$ cat src/rtl/controlador_de_partida_pkg.sv
// =============================================================================
// controlador_de_partida_pkg
// State encoding, board dimensions and the ship-cells-hit check for the game sequencer.
// Revision: 1.0
// =============================================================================
`default_nettype none

package controlador_de_partida_pkg;

    typedef enum logic [2:0] {
        OCIOSO  = 3'd0,
        JOGANDO = 3'd1,
        AGUARDA = 3'd2,
        AVALIA  = 3'd3,
        VITORIA = 3'd4,
        DERROTA = 3'd5
    } estado_t;

    localparam int N_COLUNAS = 5;
    localparam int N_LINHAS  = 7;

    // An empty map must never count as a win, so at least one ship cell is required.
    function automatic logic acertos_completos(
        input logic [N_COLUNAS-1:0][N_LINHAS-1:0] mapa,
        input logic [N_COLUNAS-1:0][N_LINHAS-1:0] matriz
    );
        logic completo;
        logic tem_navio;
        completo  = 1'b1;
        tem_navio = 1'b0;
        for (int c = 0; c < N_COLUNAS; c++) begin
            if ((matriz[c] & mapa[c]) != mapa[c]) completo = 1'b0;
            if (mapa[c] != '0) tem_navio = 1'b1;
        end
        return completo & tem_navio;
    endfunction

endpackage

`default_nettype wire

$ cat src/rtl/controlador_de_partida_sincronizador_borda.sv
// =============================================================================
// sincronizador_borda
// Multi-flop synchroniser for a raw button followed by a rising-edge one-cycle pulse.
// Revision: 1.0
// =============================================================================
`default_nettype none

module sincronizador_borda #(
    parameter int SYNC_STAGES = 2
) (
    input  logic clock,
    input  logic reset,
    input  logic botao_i,
    output logic pulso_o
);

    logic [SYNC_STAGES-1:0] sync_q;
    logic                   anterior_q;

    always_ff @(posedge clock or posedge reset) begin
        if (reset) begin
            sync_q     <= '0;
            anterior_q <= 1'b0;
        end else begin
            sync_q     <= {sync_q[SYNC_STAGES-2:0], botao_i};
            anterior_q <= sync_q[SYNC_STAGES-1];
        end
    end

    assign pulso_o = sync_q[SYNC_STAGES-1] & ~anterior_q;

endmodule

`default_nettype wire

$ cat src/rtl/controlador_de_partida.sv
// =============================================================================
// controlador_de_partida
// Game sequencer: button handling, move timer/counter and win/lose FSM for the attack datapath.
// Revision: 1.0
// =============================================================================
`default_nettype none

module controlador_de_partida
    import controlador_de_partida_pkg::*;
#(
    parameter int unsigned TEMPO_JOGADA = 500_000_000,
    parameter int unsigned MAX_JOGADAS  = 35,
    parameter int          SYNC_STAGES  = 2
) (
    input  logic                clock,
    input  logic                reset,
    input  logic                botao_iniciar,
    input  logic                botao_confirmar,
    input  logic                tem_vida,
    input  logic [N_LINHAS-1:0] mapa0,
    input  logic [N_LINHAS-1:0] mapa1,
    input  logic [N_LINHAS-1:0] mapa2,
    input  logic [N_LINHAS-1:0] mapa3,
    input  logic [N_LINHAS-1:0] mapa4,
    input  logic [N_LINHAS-1:0] matriz0,
    input  logic [N_LINHAS-1:0] matriz1,
    input  logic [N_LINHAS-1:0] matriz2,
    input  logic [N_LINHAS-1:0] matriz3,
    input  logic [N_LINHAS-1:0] matriz4,
    output logic                enable_ataque,
    output logic                confirmar_ataque,
    output logic [2:0]          estado,
    output logic [5:0]          jogadas,
    output logic                venceu,
    output logic                perdeu
);

    localparam logic [31:0] TEMPO_LIMITE = 32'(TEMPO_JOGADA - 32'd1);
    localparam logic [5:0]  JOGADAS_MAX  = 6'(MAX_JOGADAS);

    logic pulso_iniciar;
    logic pulso_confirmar;
    logic acertos;

    estado_t     estado_q,    estado_d;
    logic [31:0] timer_q,     timer_d;
    logic [5:0]  jogadas_q,   jogadas_d;
    logic        enable_q,    enable_d;
    logic        confirmar_q, confirmar_d;
    logic        venceu_q,    venceu_d;
    logic        perdeu_q,    perdeu_d;

    sincronizador_borda #(.SYNC_STAGES(SYNC_STAGES)) u_sync_iniciar (
        .clock   (clock),
        .reset   (reset),
        .botao_i (botao_iniciar),
        .pulso_o (pulso_iniciar)
    );

    sincronizador_borda #(.SYNC_STAGES(SYNC_STAGES)) u_sync_confirmar (
        .clock   (clock),
        .reset   (reset),
        .botao_i (botao_confirmar),
        .pulso_o (pulso_confirmar)
    );

    assign acertos = acertos_completos({mapa4, mapa3, mapa2, mapa1, mapa0},
                                       {matriz4, matriz3, matriz2, matriz1, matriz0});

    always_ff @(posedge clock or posedge reset) begin
        if (reset) begin
            estado_q    <= OCIOSO;
            timer_q     <= '0;
            jogadas_q   <= '0;
            enable_q    <= 1'b0;
            confirmar_q <= 1'b0;
            venceu_q    <= 1'b0;
            perdeu_q    <= 1'b0;
        end else begin
            estado_q    <= estado_d;
            timer_q     <= timer_d;
            jogadas_q   <= jogadas_d;
            enable_q    <= enable_d;
            confirmar_q <= confirmar_d;
            venceu_q    <= venceu_d;
            perdeu_q    <= perdeu_d;
        end
    end

    always_comb begin
        estado_d    = estado_q;
        timer_d     = timer_q;
        jogadas_d   = jogadas_q;
        confirmar_d = 1'b0;
        case (estado_q)
            OCIOSO: begin
                if (pulso_iniciar) begin
                    estado_d  = JOGANDO;
                    timer_d   = '0;
                    jogadas_d = '0;
                end
            end
            JOGANDO: begin
                // A confirm arriving on the timeout cycle still counts as a move.
                if (pulso_confirmar) begin
                    confirmar_d = 1'b1;
                    timer_d     = '0;
                    estado_d    = AGUARDA;
                    if (jogadas_q < JOGADAS_MAX) jogadas_d = jogadas_q + 6'd1;
                end else if ((TEMPO_JOGADA != 0) && (timer_q == TEMPO_LIMITE)) begin
                    estado_d = DERROTA;
                end else begin
                    timer_d = timer_q + 32'd1;
                end
            end
            AGUARDA: estado_d = AVALIA;
            AVALIA: begin
                if (acertos)                        estado_d = VITORIA;
                else if (!tem_vida)                 estado_d = DERROTA;
                else if (jogadas_q == JOGADAS_MAX)  estado_d = DERROTA;
                else                                estado_d = JOGANDO;
            end
            VITORIA, DERROTA: begin
                if (pulso_iniciar) estado_d = OCIOSO;
            end
            default: estado_d = OCIOSO;
        endcase
        enable_d = (estado_d != OCIOSO);
        venceu_d = (estado_d == VITORIA);
        perdeu_d = (estado_d == DERROTA);
    end

    assign estado           = estado_q;
    assign jogadas          = jogadas_q;
    assign enable_ataque    = enable_q;
    assign confirmar_ataque = confirmar_q;
    assign venceu           = venceu_q;
    assign perdeu           = perdeu_q;

endmodule

`default_nettype wire
$ cat config.mk
export PLATFORM = sky130hd
export DESIGN_NAME = controlador_de_partida
export DESIGN_NICKNAME = d
export VERILOG_FILES = /design/src/rtl/controlador_de_partida_pkg.sv /design/src/rtl/controlador_de_partida_sincronizador_borda.sv /design/src/rtl/controlador_de_partida.sv
export SDC_FILE = /design/constraint.sdc
export NUM_CORES = 1
export LEC_CHECK = 0
export ABC_AREA = 0
export ABC_CLOCK_PERIOD_IN_PS = 6200
export BUFFER_PORTS_ARGS = -buffer_cell sky130_fd_sc_hd__clkbuf_2
export CAP_MARGIN = 20
export CORE_MARGIN = 1.5
export CORE_UTILIZATION = 56
export DETAILED_ROUTE_END_ITERATION = 10
export PLACE_DENSITY_LB_ADDON = 0.12
export REMOVE_ABC_BUFFERS = 1
export SYNTH_ARGS = -nofsm -noshare
export SYNTH_HDL_FRONTEND = slang
export SYNTH_SLANG_ARGS = --single-unit
export TNS_END_PERCENT = 100
$ cat constraint.sdc
create_clock -name clock -period 6.2 [get_ports clock]
set_input_delay 0.62 -clock clock [delete_from_list [all_inputs] [get_ports clock]]
set_output_delay 0.62 -clock clock [all_outputs]
set_load 0.02 [all_outputs]
==> results.ini <==
[placement]
place_inst=502
io_buffers=87
hpwl_mm=6.08
dpl-instance-area_mm2=0.00358
post-place-ws_ps=3630
place_congestion=0.851

[timing]
fin_tns_setup_ps=0
max_slew.worst_pin.slew_ps=950
period_minus_slack_ps=2610
max_freq_mhz=383
hold_viol=0
post-route-period-util_pct=42.1
final_max_slew_viol_count=0
rsz0062_at_grt=no
layout_setup_ws_ps=3590
setup_violations=0
skew_ps=11.9
whs_ps=235
max-slew-margin-rel_pct=36.4

[grt]
grt_usage_pct=27.2
grt_pass1_vias=2894
antenna_found_initial=0
grt.overflow.total=0
met2_usage_pct=44.8
use_met3_pct=4.47
busiest_layer=met2
grt_max_degree=52
grt_pass1_wl_mm=13.2
use_met1_pct=37.2

[synth]
synthCells=354
synthDistinctLibCells=52
ys_seq_area_share_pct=41.2
yosysTopAreaCellShare_pct=41.2
synth_edf_count=0
yosys_warnings=0
syn_avg_cell_area_um2=8.74
synth_area_leaders=dfrtp_1 (41%), nor4_1 (4.2%), nand2b_1 (3.8%)
syn_area_mm2=0.00310
synth-seq-cells=51
yosysTopAreaCell=dfrtp_1
ys_dominant_reg_cell=dfrtp_1
async_flop_share_pct=100

[cts]
clk_pin_slew_ps=90
cts_num_sinks=51
cts_tree=done
htree_levels=2
cts_resized=0
cts_hold_buf=0
root_buffer=clkbuf_8
postCtsSetupBuffers=0
numCtsBuffers=5
insertion_delay_ps=300
cts_buffer_depth=2

[critical_path]
slowest_delay_ps=740
cp_slowest_cell=nor2_1
cp_common_cell=buf_4
worst_setup_path_start_kind=register
crit_required_ps=6390
worstPathArrival_ps=2800
worstSetupPathType=register to register
crit_chain=nor2b_1 -> o21ai_0 -> buf_4 -> nor2_1 -> buf_4 -> or4_1 -> nand2_1
cp_max_fo=16
end_kind=register

[drt]
detail-route-antenna-nets=0
drt_iter0_markers=307
viasPerCell=5.99
totalWireLength_mm=7.81
dr_total_vias=3059
drt_pass1_iterations=4
avgRoutedWirePerCell_um=15.3
route.detailed.drc=0

[die]
die_area_mm2=0.00598
core-area_mm2=0.00520
fp-row-count=26
boundaryPins=88
die_h_um=77.3
start_util_pct=59.5
die_w_um=77.3

[layout]
finalNonFillerCells=511
drive_gt1_share_pct=25.9
fin_nets=517
stdcell_area_mm2=0.00371
final_common_cell=clkbuf_2
areaGrowthSynthToFinish_pct=19.7
final_cell_mix=clkbuf_2 (87), dfrtp_1 (51), nand2_1 (28)
num_antenna_cells=0

[power]
peakVddDrop_mv=0.132
p_leak_uw=0.00165
p_per_area_mw_per_mm2=268

[hold_path]
hp-class=primary input to asynchronous set/reset pin

[job]
maxCapViolCount=0

[run_status]
status=finished, final reports clean

==> power breakdown <==
| part | switching (µW) | total [µW] | leakage (µW) | internal [µW] |
|---|---|---|---|---|
| sequential | 50.7 | 418 | 0.000688 | 367 |
| combinational | 243 | 368 | 0.000913 | 125 |
| clock | 105 | 207 | 0.0000505 | 102 |
| total | 399 | 993 | 0.00165 | 594 |
==> area by class of cell <==
type	count	area, µm²
Clock buffer	7	96.3
Inverter	25	93.8
Clock inverter	1	7.51
Tap cell	70	87.6
Sequential cell	51	1280
Fill cell	420	1500
Timing Repair Buffer	91	478
Multi-Input combinational cell	266	1670
==> Yosys cell counts, types with 2 or more instances <==
library cell / number
o211ai_1: 3
nor4b_1: 4
and4_1: 5
o22ai_1: 7
nand2b_1: 19
o21a_1: 2
or2_2: 3
a21oi_1: 19
or4b_2: 2
xor2_1: 3
nor3_1: 8
nand3b_1: 3
buf_2: 2
clkbuf_1: 8
nand2_1: 28
o31ai_1: 8
o21ai_0: 14
nor2_1: 24
dfrtp_1: 51
or4_1: 12
nand3_1: 18
nor3b_1: 2
ha_1: 2
inv_1: 25
o41ai_1: 4
nand4_1: 10
o2111ai_1: 6
xnor2_1: 8
nor4_1: 21
or3_1: 6
and3_1: 6
==> logic make-up (layout without fill, tap and decap cells) <==
kind of cell / count (synthesis) / count (layout) / share of synthesized area (%)
AND/OR/NAND/NOR: 180 / 180 / 33.7
AO/OA/AOI/OAI: 71 / 71 / 15.6
flip-flops: 51 / 51 / 41.2
buffers and inverters: 37 / 124 / 4.93
XOR/XNOR: 11 / 11 / 3.11
adder cells (fa/ha/maj): 2 / 2 / 0.808
multiplexers: 2 / 2 / 0.687
==> state kept, by name, summed over array words and instances (netlist names) <==
register,flops
u_sync_iniciar.anterior_q,1
u_sync_confirmar.sync_q,2
u_sync_confirmar.anterior_q,1
jogadas,6
u_sync_iniciar.sync_q,2
timer_q,32
confirmar_ataque,1
venceu,1
perdeu,1
estado,3
enable_ataque,1
==> metrics by stage <==
step	utilization (%)	total power, µW
3_5_place_dp	68.8	786
4_1_cts	70.8	993
2_1_floorplan	-	648
3_3_place_gp	68.8	779
6_report	71.2	993
5_1_grt	71.2	1060
==> layer usage <==
layer  part of all wire [%]  vias up
met5                      0        -
met4                    1.7        0
met3                    5.9       15
met2                     49      116
met1                     43     1432
li1                       -     1496
==> path summary, 6_finish.rpt <==
check | start | endpoint | slack [ps] | cells past startpoint
min reg2reg | u_sync_confirmar.sync_q[0] | u_sync_confirmar.sync_q[1] | 370 | 0
min | reset | timer_q[15] | 240 | 2
max in group asynchronous | reset | timer_q[5] | 5460 | 3
min in group clock | u_sync_confirmar.sync_q[0] | u_sync_confirmar.sync_q[1] | 370 | 0
max | u_sync_iniciar.sync_q[1] | timer_q[12] | 3590 | 7
max reg2reg | u_sync_iniciar.sync_q[1] | timer_q[12] | 3590 | 7
==> critical path, delay by kind of cell, from the launching register on <==
kind	cells	cell delay [ps]
DFF	1	350
and+or+nand+nor	4	1430
AOI/OAI and AO/OA	1	170
buffers and inverters	2	540
Note: power is estimated with default switching activity, not from simulation.
